==> src/rtl/ped_req_pkg.sv <==
// Shared types and defaults for the pedestrian request conditioner.
// Latency: n/a (declarations only).
// Backpressure: n/a.
package ped_req_pkg;

    typedef enum logic [1:0] {
        PR_IDLE    = 2'd0,
        PR_REQ     = 2'd1,
        PR_HOLDOFF = 2'd2
    } ped_req_state_t;

    localparam int PR_DEBOUNCE_CYCLES_DEF = 16;
    localparam int PR_HOLDOFF_CYCLES_DEF  = 32;
    localparam int PR_CNT_W_DEF           = 16;

endpackage

==> src/rtl/btn_debounce.sv <==
// Two-flop synchroniser plus stability debounce for one asynchronous button input.
// Latency: din first sampled at edge N -> level changes after edge N+1+CYCLES; rise pulses in the following cycle.
// Backpressure: none; rise is a single-cycle event with no handshake.
//
// Ports:
//   clk    in   system clock
//   reset  in   asynchronous active-low reset
//   din    in   raw asynchronous input (active-high)
//   level  out  debounced level
//   rise   out  1-cycle pulse after level goes 0->1 (only once the input has been seen released)
module btn_debounce
    import ped_req_pkg::*;
#(
    parameter int CYCLES = PR_DEBOUNCE_CYCLES_DEF
) (
    input  logic clk,
    input  logic reset,
    input  logic din,
    output logic level,
    output logic rise
);

    localparam int CW       = $clog2(CYCLES + 1);
    // Two extra low samples cover the synchroniser flops, which read 0 straight out of reset
    // regardless of the real input.
    localparam int ARM_CYCLES = CYCLES + 2;
    localparam int AW       = $clog2(ARM_CYCLES + 1);

    logic          sync_1;
    logic          sync_out;
    logic [CW-1:0] cnt;
    logic [AW-1:0] low_cnt;
    logic          armed;

    always_ff @(posedge clk or negedge reset) begin
        if (!reset) begin
            sync_1   <= 1'b0;
            sync_out <= 1'b0;
            cnt      <= '0;
            level    <= 1'b0;
            rise     <= 1'b0;
            low_cnt  <= '0;
            armed    <= 1'b0;
        end else begin
            sync_1   <= din;
            sync_out <= sync_1;
            rise     <= 1'b0;

            // Consecutive-mismatch counter; any agreeing cycle restarts the run.
            if (sync_out == level) begin
                cnt <= '0;
            end else if (cnt >= CW'(CYCLES - 1)) begin
                level <= sync_out;
                cnt   <= '0;
                rise  <= armed & sync_out;
            end else begin
                cnt <= cnt + 1'b1;
            end

            // A button held through reset would otherwise debounce up to 1 and look like a
            // fresh press. Rising edges only count after the input has been seen released.
            if (!armed) begin
                if (sync_out) begin
                    low_cnt <= '0;
                end else if (low_cnt >= AW'(ARM_CYCLES - 1)) begin
                    armed <= 1'b1;
                end else begin
                    low_cnt <= low_cnt + 1'b1;
                end
            end
        end
    end

endmodule

==> src/rtl/ped_request_conditioner.sv <==
// Conditions a bouncing pedestrian push-button into a latched request level for the traffic-light controller.
// Latency: btn_raw first sampled at edge N -> btn_level after edge N+1+DEBOUNCE_CYCLES, ped_btn after edge N+2+DEBOUNCE_CYCLES.
// Backpressure: request is held until ped_ack; presses during REQ merge, presses during HOLDOFF are dropped.
//
// Ports:
//   clk          in   system clock
//   reset        in   asynchronous active-low reset
//   btn_raw      in   raw pedestrian button (asynchronous, active-high, may bounce)
//   ped_ack      in   1-cycle grant pulse from the controller
//   ped_btn      out  latched request level
//   btn_level    out  debounced button level
//   holdoff      out  high while presses are being discarded after a grant
//   press_count  out  accepted-press count; built only when PED_REQ_COUNT_EN is defined, else tied to 0
module ped_request_conditioner
    import ped_req_pkg::*;
#(
    parameter int DEBOUNCE_CYCLES = PR_DEBOUNCE_CYCLES_DEF,
    parameter int HOLDOFF_CYCLES  = PR_HOLDOFF_CYCLES_DEF,
    parameter int CNT_W           = PR_CNT_W_DEF
) (
    input  logic             clk,
    input  logic             reset,
    input  logic             btn_raw,
    input  logic             ped_ack,
    output logic             ped_btn,
    output logic             btn_level,
    output logic             holdoff,
    output logic [CNT_W-1:0] press_count
);

    localparam int HW = $clog2(HOLDOFF_CYCLES + 1);

    logic           press;
    ped_req_state_t state;
    logic [HW-1:0]  hcnt;

    btn_debounce #(
        .CYCLES (DEBOUNCE_CYCLES)
    ) u_debounce (
        .clk   (clk),
        .reset (reset),
        .din   (btn_raw),
        .level (btn_level),
        .rise  (press)
    );

    // hcnt is loaded with HOLDOFF_CYCLES-1 and the exit happens on the cycle it reads 0,
    // giving exactly HOLDOFF_CYCLES cycles with holdoff high.
    always_ff @(posedge clk or negedge reset) begin
        if (!reset) begin
            state   <= PR_IDLE;
            ped_btn <= 1'b0;
            holdoff <= 1'b0;
            hcnt    <= '0;
        end else begin
            case (state)
                PR_IDLE: begin
                    if (press) begin
                        state   <= PR_REQ;
                        ped_btn <= 1'b1;
                    end
                end
                PR_REQ: begin
                    // A press landing on the ack cycle is dropped: the grant wins.
                    if (ped_ack) begin
                        state   <= PR_HOLDOFF;
                        ped_btn <= 1'b0;
                        holdoff <= 1'b1;
                        hcnt    <= HW'(HOLDOFF_CYCLES - 1);
                    end
                end
                PR_HOLDOFF: begin
                    if (hcnt == '0) begin
                        state   <= PR_IDLE;
                        holdoff <= 1'b0;
                    end else begin
                        hcnt <= hcnt - 1'b1;
                    end
                end
                default: begin
                    state   <= PR_IDLE;
                    ped_btn <= 1'b0;
                    holdoff <= 1'b0;
                end
            endcase
        end
    end

`ifdef PED_REQ_COUNT_EN
    logic [CNT_W-1:0] press_cnt;

    // Only IDLE->REQ transitions count; merged and discarded presses never reach here.
    always_ff @(posedge clk or negedge reset) begin
        if (!reset) begin
            press_cnt <= '0;
        end else if (state == PR_IDLE && press && press_cnt != '1) begin
            press_cnt <= press_cnt + 1'b1;
        end
    end

    assign press_count = press_cnt;
`else
    assign press_count = '0;
`endif

endmodule

==> config.mk <==
export PLATFORM = sky130hd
export DESIGN_NAME = ped_request_conditioner
export DESIGN_NICKNAME = d
export VERILOG_FILES = /design/src/rtl/ped_req_pkg.sv /design/src/rtl/btn_debounce.sv /design/src/rtl/ped_request_conditioner.sv
export SDC_FILE = /design/constraint.sdc
export NUM_CORES = 1
export LEC_CHECK = 0
export ABC_CLOCK_PERIOD_IN_PS = 3200
export CORE_MARGIN = 5
export CORE_UTILIZATION = 33
export CTS_CLUSTER_DIAMETER = 100
export DETAILED_ROUTE_END_ITERATION = 10
export GPL_TIMING_DRIVEN = 0
export PLACE_DENSITY = 0.55
export SLEW_MARGIN = 20
export SYNTH_ARGS = -nofsm -noshare
export SYNTH_HDL_FRONTEND = slang
export SYNTH_SLANG_ARGS = --single-unit
==> constraint.sdc <==
create_clock -name clk -period 3.2 [get_ports clk]
set_clock_uncertainty 0.2 [all_clocks]
set_input_delay 0.64 -clock clk [delete_from_list [all_inputs] [get_ports clk]]
set_output_delay 0.64 -clock clk [all_outputs]
set_load 0.05 [all_outputs]
# Yosys cells after proc, flatten, opt, wreduce, memory -nomap -nowiden
# Cells that the tools add are included.
dict set report totals {
  reg_bits 25
  inputBits 4
  out_inout_bits 19
  word_cells 60
}
dict set report op_classes {
  add_sub_neg 3
  magnitude_cmp 2
  n_eq_ne 8
  n_mux 22
  n_bitwise 5
  n_reduce_logical 9
}
# op n
set ops {}
lappend ops {{$mux 5} 4}
lappend ops {{$mux 6} 2}
lappend ops {{$pmux 6 s2} 1}
lappend ops {{$reduce_and 3->1} 4}
lappend ops {{$add 5x1->5 const B} 2}
lappend ops {{$mux 1} 9}
lappend ops {{$logic_not 6->1} 1}
lappend ops {{$mux 2} 3}
lappend ops {{$ne 2x2->1 const B} 3}
lappend ops {{$pmux 1 s3} 2}
lappend ops {{$pmux 2 s3} 1}
lappend ops {{$sub 6x1->6 const B} 1}
lappend ops {{$ge 5x4->1 const B} 1}
lappend ops {{$ge 5x5->1 const B} 1}
lappend ops {{$ne 2x1->1 const B} 2}
lappend ops {{$not 1->1} 4}
lappend ops {{$reduce_and 2->1} 2}
lappend ops {{$eq 2x1->1 const B} 1}
lappend ops {{$eq 2x2->1 const B} 1}
lappend ops {{$logic_not 2->1} 1}
lappend ops {{$reduce_bool 2->1} 1}
lappend ops {{$and 1x1->1} 1}
lappend ops {{$eq 1x1->1} 1}

# Logic depth before layout (Yosys ltp)
# Gate-level depths: netlist of run 1.
dict set report logic_depth {
  word_depth 4
  depth_mapped 6
  ltp_nobuf 6
}

# Modules after synthesis
# Synthesis of run 1 repeated with hierarchy kept, for this count alone.
dict set report unflattened {
  hier_cells 138
  hier_area_um2 1376.3
}
# mod instances cells_per_inst area_each_um2 seq_area_each_um2
set modules_own_cells {}
lappend modules_own_cells {btn_debounce 1 63 703.2 375.4}
lappend modules_own_cells {ped_request_conditioner 1 75 673.1 250.2}

# Least setup slack after synthesis of run 1
# Ideal clock, no wire load.
dict set report synth_path {
  path_kind {reg-to-reg}
  start {reg hcnt[0]}
  end {reg hcnt[1]}
  setup_time_ns 0.145
  t_arrival_ns 1.637
  t_required_ns 2.855
  slack_ns 1.218
  stages_incl_launch_ff 6
  path_buffers 0
  period_less_slack_ns 1.982
  cell_sequence {dfrtp_1 -> inv_1 -> ha_1 -> or3b_2 -> o31ai_1 -> o221ai_1}
}
dict set report synth_between {
  elab_chain_cells 3
  elab_cells_between_ends 6
  classes_between {add/sub: 1; eq/ne: 1; mux: 2; reduce/logical: 2}
}
# item line
set synth_rtl {}
lappend synth_rtl {{start: declaration} ped_request_conditioner.sv:35} ;# logic [HW-1:0] hcnt;
lappend synth_rtl {{start signal: assignment} ped_request_conditioner.sv:69} ;# hcnt <= HW'(HOLDOFF_CYCLES - 1);
lappend synth_rtl {{start signal: assignment} ped_request_conditioner.sv:77} ;# hcnt <= hcnt - 1'b1;
lappend synth_rtl {{$sub 6x1->6 or $logic_not 6->1 (tied branches)} {ped_request_conditioner.sv:77, ped_request_conditioner.sv:73}}
lappend synth_rtl {{$mux 6 or $ne 2x2->1 (tied branches)} n/a}
lappend synth_rtl {{$pmux 6 s2 or $reduce_and 3->1 (tied branches)} n/a}
# Parallel ways exist; a longest one is shown, timed or not. The select of a mux whose other input is x is not followed.
# A chain may end at the register's enable or synchronous reset.

# Worst setup path after layout of run 1
dict set report layout_path {
  start {reg u_debounce.level}
  end {out btn_level}
}
# item line
set layout_rtl {}
lappend layout_rtl {{start: declaration} btn_debounce.sv:19} ;# output logic level,
lappend layout_rtl {{start signal: assignment} btn_debounce.sv:53} ;# level <= sync_out;
lappend layout_rtl {{end: declaration} ped_request_conditioner.sv:26} ;# output logic btn_level,
# No word-level cell between the ends.

==> results of run 1 <==
==> worst paths after layout <==
kind                                   start                     to  cells after the start
min in group clk           u_debounce.sync_1    u_debounce.sync_out                      0
setup / recovery            u_debounce.level              btn_level                      1
hold / removal                         reset                hcnt[5]                      1
max in group asynchronous              reset  u_debounce.low_cnt[2]                      1
hold reg to reg            u_debounce.sync_1    u_debounce.sync_out                      0
setup reg to reg                     hcnt[1]                hcnt[1]                      5
==> flip-flops by register name, summed over array words and instances, names as in the netlist <==
name / cells
state: 2
u_debounce.cnt: 5
u_debounce.sync_out: 1
ped_btn: 1
u_debounce.level: 1
hcnt: 6
u_debounce.rise: 1
u_debounce.armed: 1
u_debounce.low_cnt: 5
holdoff: 1
u_debounce.sync_1: 1
==> metrics by stage <==
step	worst slack [ns]	instance area (um2)	utilization	hold slack (ns)	cells
after detailed placement	1.005	1503	0.3811	0.1420	200
after CTS	0.8402	1548	0.3926	0.1620	204
after global routing	0.7819	1548	0.3926	0.1860	204
after floorplan	1.218	1385	-	0.1312	144
after global placement	0.9745	1508	0.3824	0.1386	200
final	0.8675	1548	0.3926	0.1555	204
==> power by group through the flow <==
| stage | combinational, mW | clock (mW) | sequential [mW] |
|---|---|---|---|
| finish | 0.0890 | 0.185 | 0.331 |
| global route | 0.0963 | 0.212 | 0.333 |
| CTS | 0.0891 | 0.194 | 0.331 |
| detailed placement | 0.0890 | 0 | 0.338 |
| global placement | 0.0882 | 0 | 0.337 |
| floorplan | 0.0722 | 0 | 0.338 |
==> cell usage in the layout, fill, tap and decap left out, types with 2 or more instances in the layout <==
| master | netlist | layout |
|---|---|---|
| sky130_fd_sc_hd__o21ai_0 | 8 | 8 |
| sky130_fd_sc_hd__or3_1 | 2 | 2 |
| sky130_fd_sc_hd__or4_1 | 3 | 3 |
| sky130_fd_sc_hd__dfrtp_1 | 25 | 25 |
| sky130_fd_sc_hd__xnor2_1 | 3 | 3 |
| sky130_fd_sc_hd__buf_4 | 16 | 16 |
| sky130_fd_sc_hd__inv_1 | 10 | 10 |
| sky130_fd_sc_hd__a211oi_1 | 2 | 2 |
| sky130_fd_sc_hd__clkbuf_1 | 2 | 3 |
| sky130_fd_sc_hd__a31oi_1 | 3 | 3 |
| sky130_fd_sc_hd__nand2_1 | 2 | 2 |
| sky130_fd_sc_hd__conb_1 | 1 | 16 |
| sky130_fd_sc_hd__clkbuf_8 | 0 | 3 |
| sky130_fd_sc_hd__ha_1 | 6 | 6 |
| sky130_fd_sc_hd__nor2_1 | 9 | 9 |
| sky130_fd_sc_hd__a22oi_1 | 2 | 2 |
| sky130_fd_sc_hd__nor2b_1 | 3 | 3 |
| sky130_fd_sc_hd__a21oi_1 | 5 | 5 |
| sky130_fd_sc_hd__mux2i_1 | 2 | 2 |
| sky130_fd_sc_hd__o2bb2ai_1 | 2 | 2 |
| sky130_fd_sc_hd__clkdlybuf4s50_1 | 0 | 5 |
==> area by class of cell <==
class                           instances  area [um2]  area share
Buffer                                 18       127.6     0.08246
Clock buffer                            4       45.04     0.02910
Sequential cell                        25       625.6      0.4042
Timing Repair Buffer                    6       55.05     0.03557
Tap cell                               50       62.56     0.04042
Multi-Input combinational cell         91       594.3      0.3840
Inverter                               10       37.54     0.02425
==> metal layers <==
layer  wire [um]  share of wire  track usage
met4           4         0.0018      0.01207
met5           0              0            0
met3         137          0.061      0.03557
met1         988           0.44       0.1203
met2        1131           0.50       0.1516
==> logic make-up (layout without fill, tap and decap cells) <==
| kind of cell | Yosys count | count (layout) | share of synthesized area |
|---|---|---|---|
| compound gates | 29 | 29 | 0.1422 |
| fa+ha+maj | 6 | 6 | 0.05650 |
| buf+inv | 28 | 38 | 0.1243 |
| other cells | 1 | 16 | 0.002822 |
| mux | 3 | 3 | 0.02354 |
| simple gates | 33 | 33 | 0.1535 |
| flops | 25 | 25 | 0.4708 |
| xor+xnor | 4 | 4 | 0.02637 |
==> run_summary.xml, run 1 <==
<?xml version="1.0" encoding="UTF-8"?>
<metrics>
  <group name="route">
    <metric name="via_per_inst" unit="">4.544</metric>
    <metric name="detail-route-antenna-nets" unit="">0</metric>
    <metric name="drt_first_pass_iters" unit="">4</metric>
    <metric name="route.final.wire_length" unit="mm">2.262</metric>
    <metric name="drc_errors" unit="">0</metric>
    <metric name="wire_per_inst" unit="um">11.09</metric>
    <metric name="via_count" unit="">927</metric>
    <metric name="initialDrtViolationCount" unit="">75</metric>
  </group>
  <group name="sta">
    <metric name="slew_violations" unit="">0</metric>
    <metric name="hold_viol" unit="">0</metric>
    <metric name="fin_tns_setup" unit="ns">0</metric>
    <metric name="setup-violations-final" unit="">0</metric>
    <metric name="slew_headroom" unit="">0.5980</metric>
    <metric name="fmax" unit="MHz">428.7</metric>
    <metric name="worst-slew-pin-transition" unit="ns">0.5979</metric>
    <metric name="post-route-period-util" unit="">0.7289</metric>
    <metric name="grt_setup_unrepaired" unit="">false</metric>
    <metric name="fin_crit" unit="ns">2.332</metric>
  </group>
  <group name="setup_path">
    <metric name="timing_worst_setup_path_type" unit="">flop to output port</metric>
    <metric name="data_arrival_at_the_endpoint_of_the_critical_path" unit="ns">1.49</metric>
    <metric name="cp-start-kind" unit="">flop</metric>
    <metric name="cp_top_family" unit="">buffers and inverters</metric>
    <metric name="ff2ff_setup_slack" unit="ns">0.98</metric>
    <metric name="crit_fanout" unit="">4</metric>
    <metric name="end_kind" unit="">output port</metric>
    <metric name="worstPathBufferInverterCount" unit="">1</metric>
    <metric name="critical_path.cell_chain" unit="">clkdlybuf4s50_1</metric>
    <metric name="critical_path.slowest_cell" unit="">sky130_fd_sc_hd__clkdlybuf4s50_1</metric>
    <metric name="slowest_delay" unit="ns">0.83</metric>
    <metric name="cp_data_required_time" unit="ns">2.36</metric>
  </group>
  <group name="synth">
    <metric name="post_synth_num_cell_types" unit="">42</metric>
    <metric name="synth_common_cells" unit="">25 x sky130_fd_sc_hd__dfrtp_1, 16 x sky130_fd_sc_hd__buf_4, 10 x sky130_fd_sc_hd__inv_1</metric>
    <metric name="yosys_warnings" unit="">0</metric>
    <metric name="synthesis_stage_register_bit_count" unit="">25</metric>
    <metric name="netlist.area_leader.share" unit="">0.4708</metric>
    <metric name="post_synth.cell_area_avg" unit="um2">10.30</metric>
    <metric name="count_leader_synth" unit="">sky130_fd_sc_hd__dfrtp_1</metric>
    <metric name="syn_inst" unit="">129</metric>
    <metric name="synth_ff_type" unit="">sky130_fd_sc_hd__dfrtp_1</metric>
    <metric name="asyncSetResetFlopFracSynth" unit="">1.000</metric>
    <metric name="number_of_enable_type_register_cells_in_the_synthesized_netlist" unit="">0</metric>
    <metric name="synth_seq_area_share" unit="">0.4708</metric>
    <metric name="netlist_area" unit="mm2">0.001329</metric>
    <metric name="yosys-top-cells-area" unit="">sky130_fd_sc_hd__dfrtp_1 47%, sky130_fd_sc_hd__buf_4 9.0%, sky130_fd_sc_hd__ha_1 5.6%</metric>
    <metric name="synth_largest_area_cell" unit="">sky130_fd_sc_hd__dfrtp_1</metric>
  </group>
  <group name="floorplan">
    <metric name="core_region_area" unit="mm2">0.003943</metric>
    <metric name="fp.dieH" unit="um">73.46</metric>
    <metric name="die_width" unit="um">73.46</metric>
    <metric name="initial_core_util" unit="">0.3370</metric>
    <metric name="rows" unit="">23</metric>
    <metric name="die_area" unit="mm2">0.005396</metric>
    <metric name="ios" unit="">23</metric>
  </group>
  <group name="cts">
    <metric name="cts-htree-levels" unit="">1</metric>
    <metric name="tritoncts.num_buffers" unit="">3</metric>
    <metric name="cts_hold_buf" unit="">0</metric>
    <metric name="tritoncts" unit="">built</metric>
    <metric name="clk-insertion-delay-late" unit="ns">0.27</metric>
    <metric name="cts_buffer_depth" unit="">2</metric>
    <metric name="ctsRootBufferMaster" unit="">sky130_fd_sc_hd__clkbuf_8</metric>
    <metric name="clkTransAtPathRegs" unit="ns">0.09</metric>
    <metric name="total_clock_sinks" unit="">25</metric>
    <metric name="post_cts_resize_count" unit="">0</metric>
    <metric name="post_cts_setup_buffers" unit="">0</metric>
  </group>
  <group name="finish">
    <metric name="antenna_cells_inserted" unit="">0</metric>
    <metric name="layout-drive-gt1-share" unit="">0.1623</metric>
    <metric name="filler_cell_count" unit="">396</metric>
    <metric name="area_growth" unit="%">16.48</metric>
    <metric name="nNetsFinal" unit="">165</metric>
  </group>
  <group name="placed_design">
    <metric name="finalWeightedCongestion" unit="">0.8036</metric>
    <metric name="detailed_place_hpwl" unit="mm">1.686</metric>
    <metric name="buffer_ports.inserted" unit="">6</metric>
  </group>
  <group name="pwr">
    <metric name="pwr_density_cell" unit="mW/mm2">391.1</metric>
    <metric name="sequentialPowerShare" unit="">0.547</metric>
    <metric name="internal_power" unit="uW">438.8</metric>
    <metric name="switching_power_summed_over_all_nets" unit="uW">166.5</metric>
    <metric name="ir_drop" unit="mV">0.2446</metric>
    <metric name="p_sw_frac" unit="">0.2751</metric>
    <metric name="fin_total_pwr" unit="uW">605.4</metric>
    <metric name="share_clk_of_total_power" unit="">0.306</metric>
    <metric name="p_leak" unit="nW">0.7514</metric>
    <metric name="share_comb_of_total_power" unit="">0.147</metric>
  </group>
  <group name="job">
    <metric name="max-cap-violations" unit="">0</metric>
  </group>
  <group name="status">
    <metric name="run_status" unit="">finished clean</metric>
  </group>
  <group name="global_route">
    <metric name="grt_pass1_wl" unit="mm">4.015</metric>
    <metric name="number_of_antenna_violations_at_the_first_check_in_global_routing" unit="">0</metric>
    <metric name="maximum_number_of_pins_on_one_net_before_global_route_repair" unit="">26</metric>
    <metric name="global_route.usage.total" unit="">0.09303</metric>
    <metric name="globalRouteOverflowTotal" unit="">0</metric>
    <metric name="grt_pass1_vias" unit="">869</metric>
  </group>
  <group name="min_path">
    <metric name="hp-class" unit="">input pin to async pin</metric>
  </group>
</metrics>
No activity file was read; power rests on OpenSTA's default activity.
==> inputs of run 2 (changes only) <==
ABC_CLOCK_PERIOD_IN_PS = 1930   (was 3200)
PLACE_DENSITY = 0.57   (was 0.55)
clock period = 1.93 ns   (was 3.2 ns; I/O delays follow)
==> run 2 against run 1 <==
Compared with the run above:
- final cell count increased by 4.9%
- flip-flop and latch count stayed put
- clock-buffer cell count unchanged
- first-iteration DRC count is 37% lower
==> run_summary.xml, run 2 (same netlist as run 1, synthesis figures left out) <==
<?xml version="1.0" encoding="UTF-8"?>
<metrics>
  <group name="cts">
    <metric name="tritoncts.num_buffers" unit="">3</metric>
    <metric name="cts_buffer_depth" unit="">2</metric>
    <metric name="clk-insertion-delay-late" unit="ns">0.27</metric>
    <metric name="ctsRootBufferMaster" unit="">sky130_fd_sc_hd__clkbuf_8</metric>
    <metric name="total_clock_sinks" unit="">25</metric>
    <metric name="clkTransAtPathRegs" unit="ns">0.08</metric>
    <metric name="tritoncts" unit="">built</metric>
    <metric name="cts-htree-levels" unit="">1</metric>
  </group>
  <group name="setup_path">
    <metric name="end_kind" unit="">flop</metric>
    <metric name="data_arrival_at_the_endpoint_of_the_critical_path" unit="ns">1.82</metric>
    <metric name="cp_data_required_time" unit="ns">1.88</metric>
    <metric name="timing_worst_setup_path_type" unit="">flop to flop</metric>
    <metric name="cp-start-kind" unit="">flop</metric>
    <metric name="crit_fanout" unit="">6</metric>
  </group>
  <group name="sta">
    <metric name="worst-slew-pin-transition" unit="ns">0.5570</metric>
    <metric name="final_critical_path_setup_slack" unit="ns">0.05910</metric>
    <metric name="post-route-period-util" unit="">0.9694</metric>
    <metric name="fin_crit" unit="ns">1.871</metric>
    <metric name="fmax" unit="MHz">534.5</metric>
    <metric name="slew_violations" unit="">0</metric>
    <metric name="slew_headroom" unit="">0.6287</metric>
    <metric name="hold_viol" unit="">0</metric>
    <metric name="grt_setup_unrepaired" unit="">false</metric>
    <metric name="setup-violations-final" unit="">0</metric>
    <metric name="timing.hold.ws" unit="ns">0.1589</metric>
  </group>
  <group name="placed_design">
    <metric name="preCtsSetupSlack" unit="ns">-0.1394</metric>
    <metric name="detailed_place_hpwl" unit="mm">1.689</metric>
    <metric name="finalWeightedCongestion" unit="">0.7570</metric>
    <metric name="buffer_ports.inserted" unit="">6</metric>
  </group>
  <group name="floorplan">
    <metric name="rows" unit="">23</metric>
    <metric name="fp.dieH" unit="um">73.46</metric>
    <metric name="die_area" unit="mm2">0.005396</metric>
    <metric name="initial_core_util" unit="">0.3370</metric>
    <metric name="core_region_area" unit="mm2">0.003943</metric>
    <metric name="ios" unit="">23</metric>
    <metric name="die_width" unit="um">73.46</metric>
  </group>
  <group name="route">
    <metric name="detail-route-antenna-nets" unit="">0</metric>
    <metric name="wire_per_inst" unit="um">11.26</metric>
    <metric name="drc_errors" unit="">0</metric>
    <metric name="route.final.wire_length" unit="mm">2.410</metric>
    <metric name="via_per_inst" unit="">4.654</metric>
    <metric name="via_count" unit="">996</metric>
    <metric name="initialDrtViolationCount" unit="">47</metric>
    <metric name="drt_first_pass_iters" unit="">4</metric>
  </group>
  <group name="pwr">
    <metric name="ir_drop" unit="mV">0.3139</metric>
    <metric name="p_leak" unit="nW">0.8075</metric>
    <metric name="fin_total_pwr" unit="mW">1.010</metric>
    <metric name="pwr_density_cell" unit="mW/mm2">610.5</metric>
  </group>
  <group name="finish">
    <metric name="reg.largest.list" unit="">hcnt: 6 flops, u_debounce.cnt: 5 flops, u_debounce.low_cnt: 5 flops</metric>
    <metric name="largest_register_ffs" unit="">6</metric>
    <metric name="mostFrequentLayoutCell" unit="">sky130_fd_sc_hd__buf_4</metric>
    <metric name="area_growth" unit="%">24.48</metric>
    <metric name="most-common-layout-cells" unit="">25 x sky130_fd_sc_hd__buf_4, 22 x sky130_fd_sc_hd__dfrtp_1, 16 x sky130_fd_sc_hd__conb_1</metric>
    <metric name="nNetsFinal" unit="">175</metric>
    <metric name="regArea" unit="um2">629.4</metric>
    <metric name="layout-drive-gt1-share" unit="">0.2500</metric>
    <metric name="filler_cell_count" unit="">380</metric>
    <metric name="antenna_cells_inserted" unit="">0</metric>
    <metric name="regMostFlops" unit="">hcnt</metric>
    <metric name="multi_input_area" unit="um2">623.1</metric>
  </group>
  <group name="min_path">
    <metric name="hp-class" unit="">flop to flop</metric>
  </group>
  <group name="job">
    <metric name="max-cap-violations" unit="">0</metric>
  </group>
  <group name="global_route">
    <metric name="globalRouteOverflowTotal" unit="">0</metric>
    <metric name="grt_pass1_vias" unit="">921</metric>
    <metric name="grt_pass1_wl" unit="mm">3.967</metric>
    <metric name="global_route.usage.total" unit="">0.09326</metric>
    <metric name="maximum_number_of_pins_on_one_net_before_global_route_repair" unit="">26</metric>
    <metric name="number_of_antenna_violations_at_the_first_check_in_global_routing" unit="">0</metric>
  </group>
  <group name="status">
    <metric name="run_status" unit="">finished clean</metric>
  </group>
</metrics>
run 2: changes by cell type in the layout (fill, tap and decap cells not counted), moves of 2 or more:
cell	change
sky130_fd_sc_hd__dfrtp_2	+3
sky130_fd_sc_hd__dfrtp_1	-3
sky130_fd_sc_hd__dlygate4sd2_1	+3
sky130_fd_sc_hd__inv_1	-2
sky130_fd_sc_hd__clkdlybuf4s50_1	-3
sky130_fd_sc_hd__inv_2	+2
sky130_fd_sc_hd__buf_4	+9
run 2: per-stage QoR:
step                std cells    util  instance area [um2]  setup TNS, ns
detailed placement        200  0.3837                 1513         -1.097
global placement          200  0.3837                 1513        -0.4514
global route              214  0.4195                 1654              0
floorplan                 144       -                 1390              0
CTS                       205  0.3989                 1573              0
finish                    214  0.4195                 1654              0
run 2: worst paths after layout:
path	startpoint	to	slack, ns	cells after the start
min in group asynchronous	reset	holdoff	0.43	2
worst max register to register	u_debounce.low_cnt[0]	u_debounce.low_cnt[0]	0.06	4
worst min register to register	u_debounce.sync_1	u_debounce.sync_out	0.16	0
max in group asynchronous	reset	hcnt[2]	0.70	2
worst min-delay path	u_debounce.sync_1	u_debounce.sync_out	0.16	0
worst max-delay path	u_debounce.low_cnt[0]	u_debounce.low_cnt[0]	0.06	4
run 2: critical path, stage by stage (launching register included):
cell                      delay (ns)
sky130_fd_sc_hd__dfrtp_1        0.44
sky130_fd_sc_hd__ha_1           0.21
sky130_fd_sc_hd__or4_1          0.46
sky130_fd_sc_hd__o21a_1         0.21
sky130_fd_sc_hd__o41ai_1        0.25
run 2: area by class of cell:
cell class / instances / share of cell area
tap: 50 / 0.03782
clock buffer: 4 / 0.02723
multi-input combinational: 91 / 0.3767
buffer: 18 / 0.07716
timing repair buffer: 16 / 0.07791
sequential: 25 / 0.3805
inverter: 10 / 0.02269
run 2: routing by layer:
| layer | vias to the layer above | part of all wire | global-route usage |
|---|---|---|---|
| met5 | - | 0 | 0 |
| met4 | 0 | 0.0066 | 0.03622 |
| met3 | 2 | 0.071 | 0.04514 |
| met2 | 23 | 0.49 | 0.1427 |
| met1 | 479 | 0.44 | 0.1124 |
| li1 | 492 | - | - |
run 2: where the power goes:
group / internal (mW) / total, mW / switching (mW)
combinational: 0.0470 / 0.153 / 0.106
clock: 0.148 / 0.308 / 0.161
sequential: 0.536 / 0.548 / 0.0119
total: 0.731 / 1.01 / 0.279
run 2: what timing repair did:
item,4_1_cts,5_1_grt
endpoints found under the hold margin,0,25
resized for setup,5,7
endpoints found under the setup margin,7,7
pin swaps,1,1
gates cloned,0,0
setup buffers,1,8
hold buffers,0,1
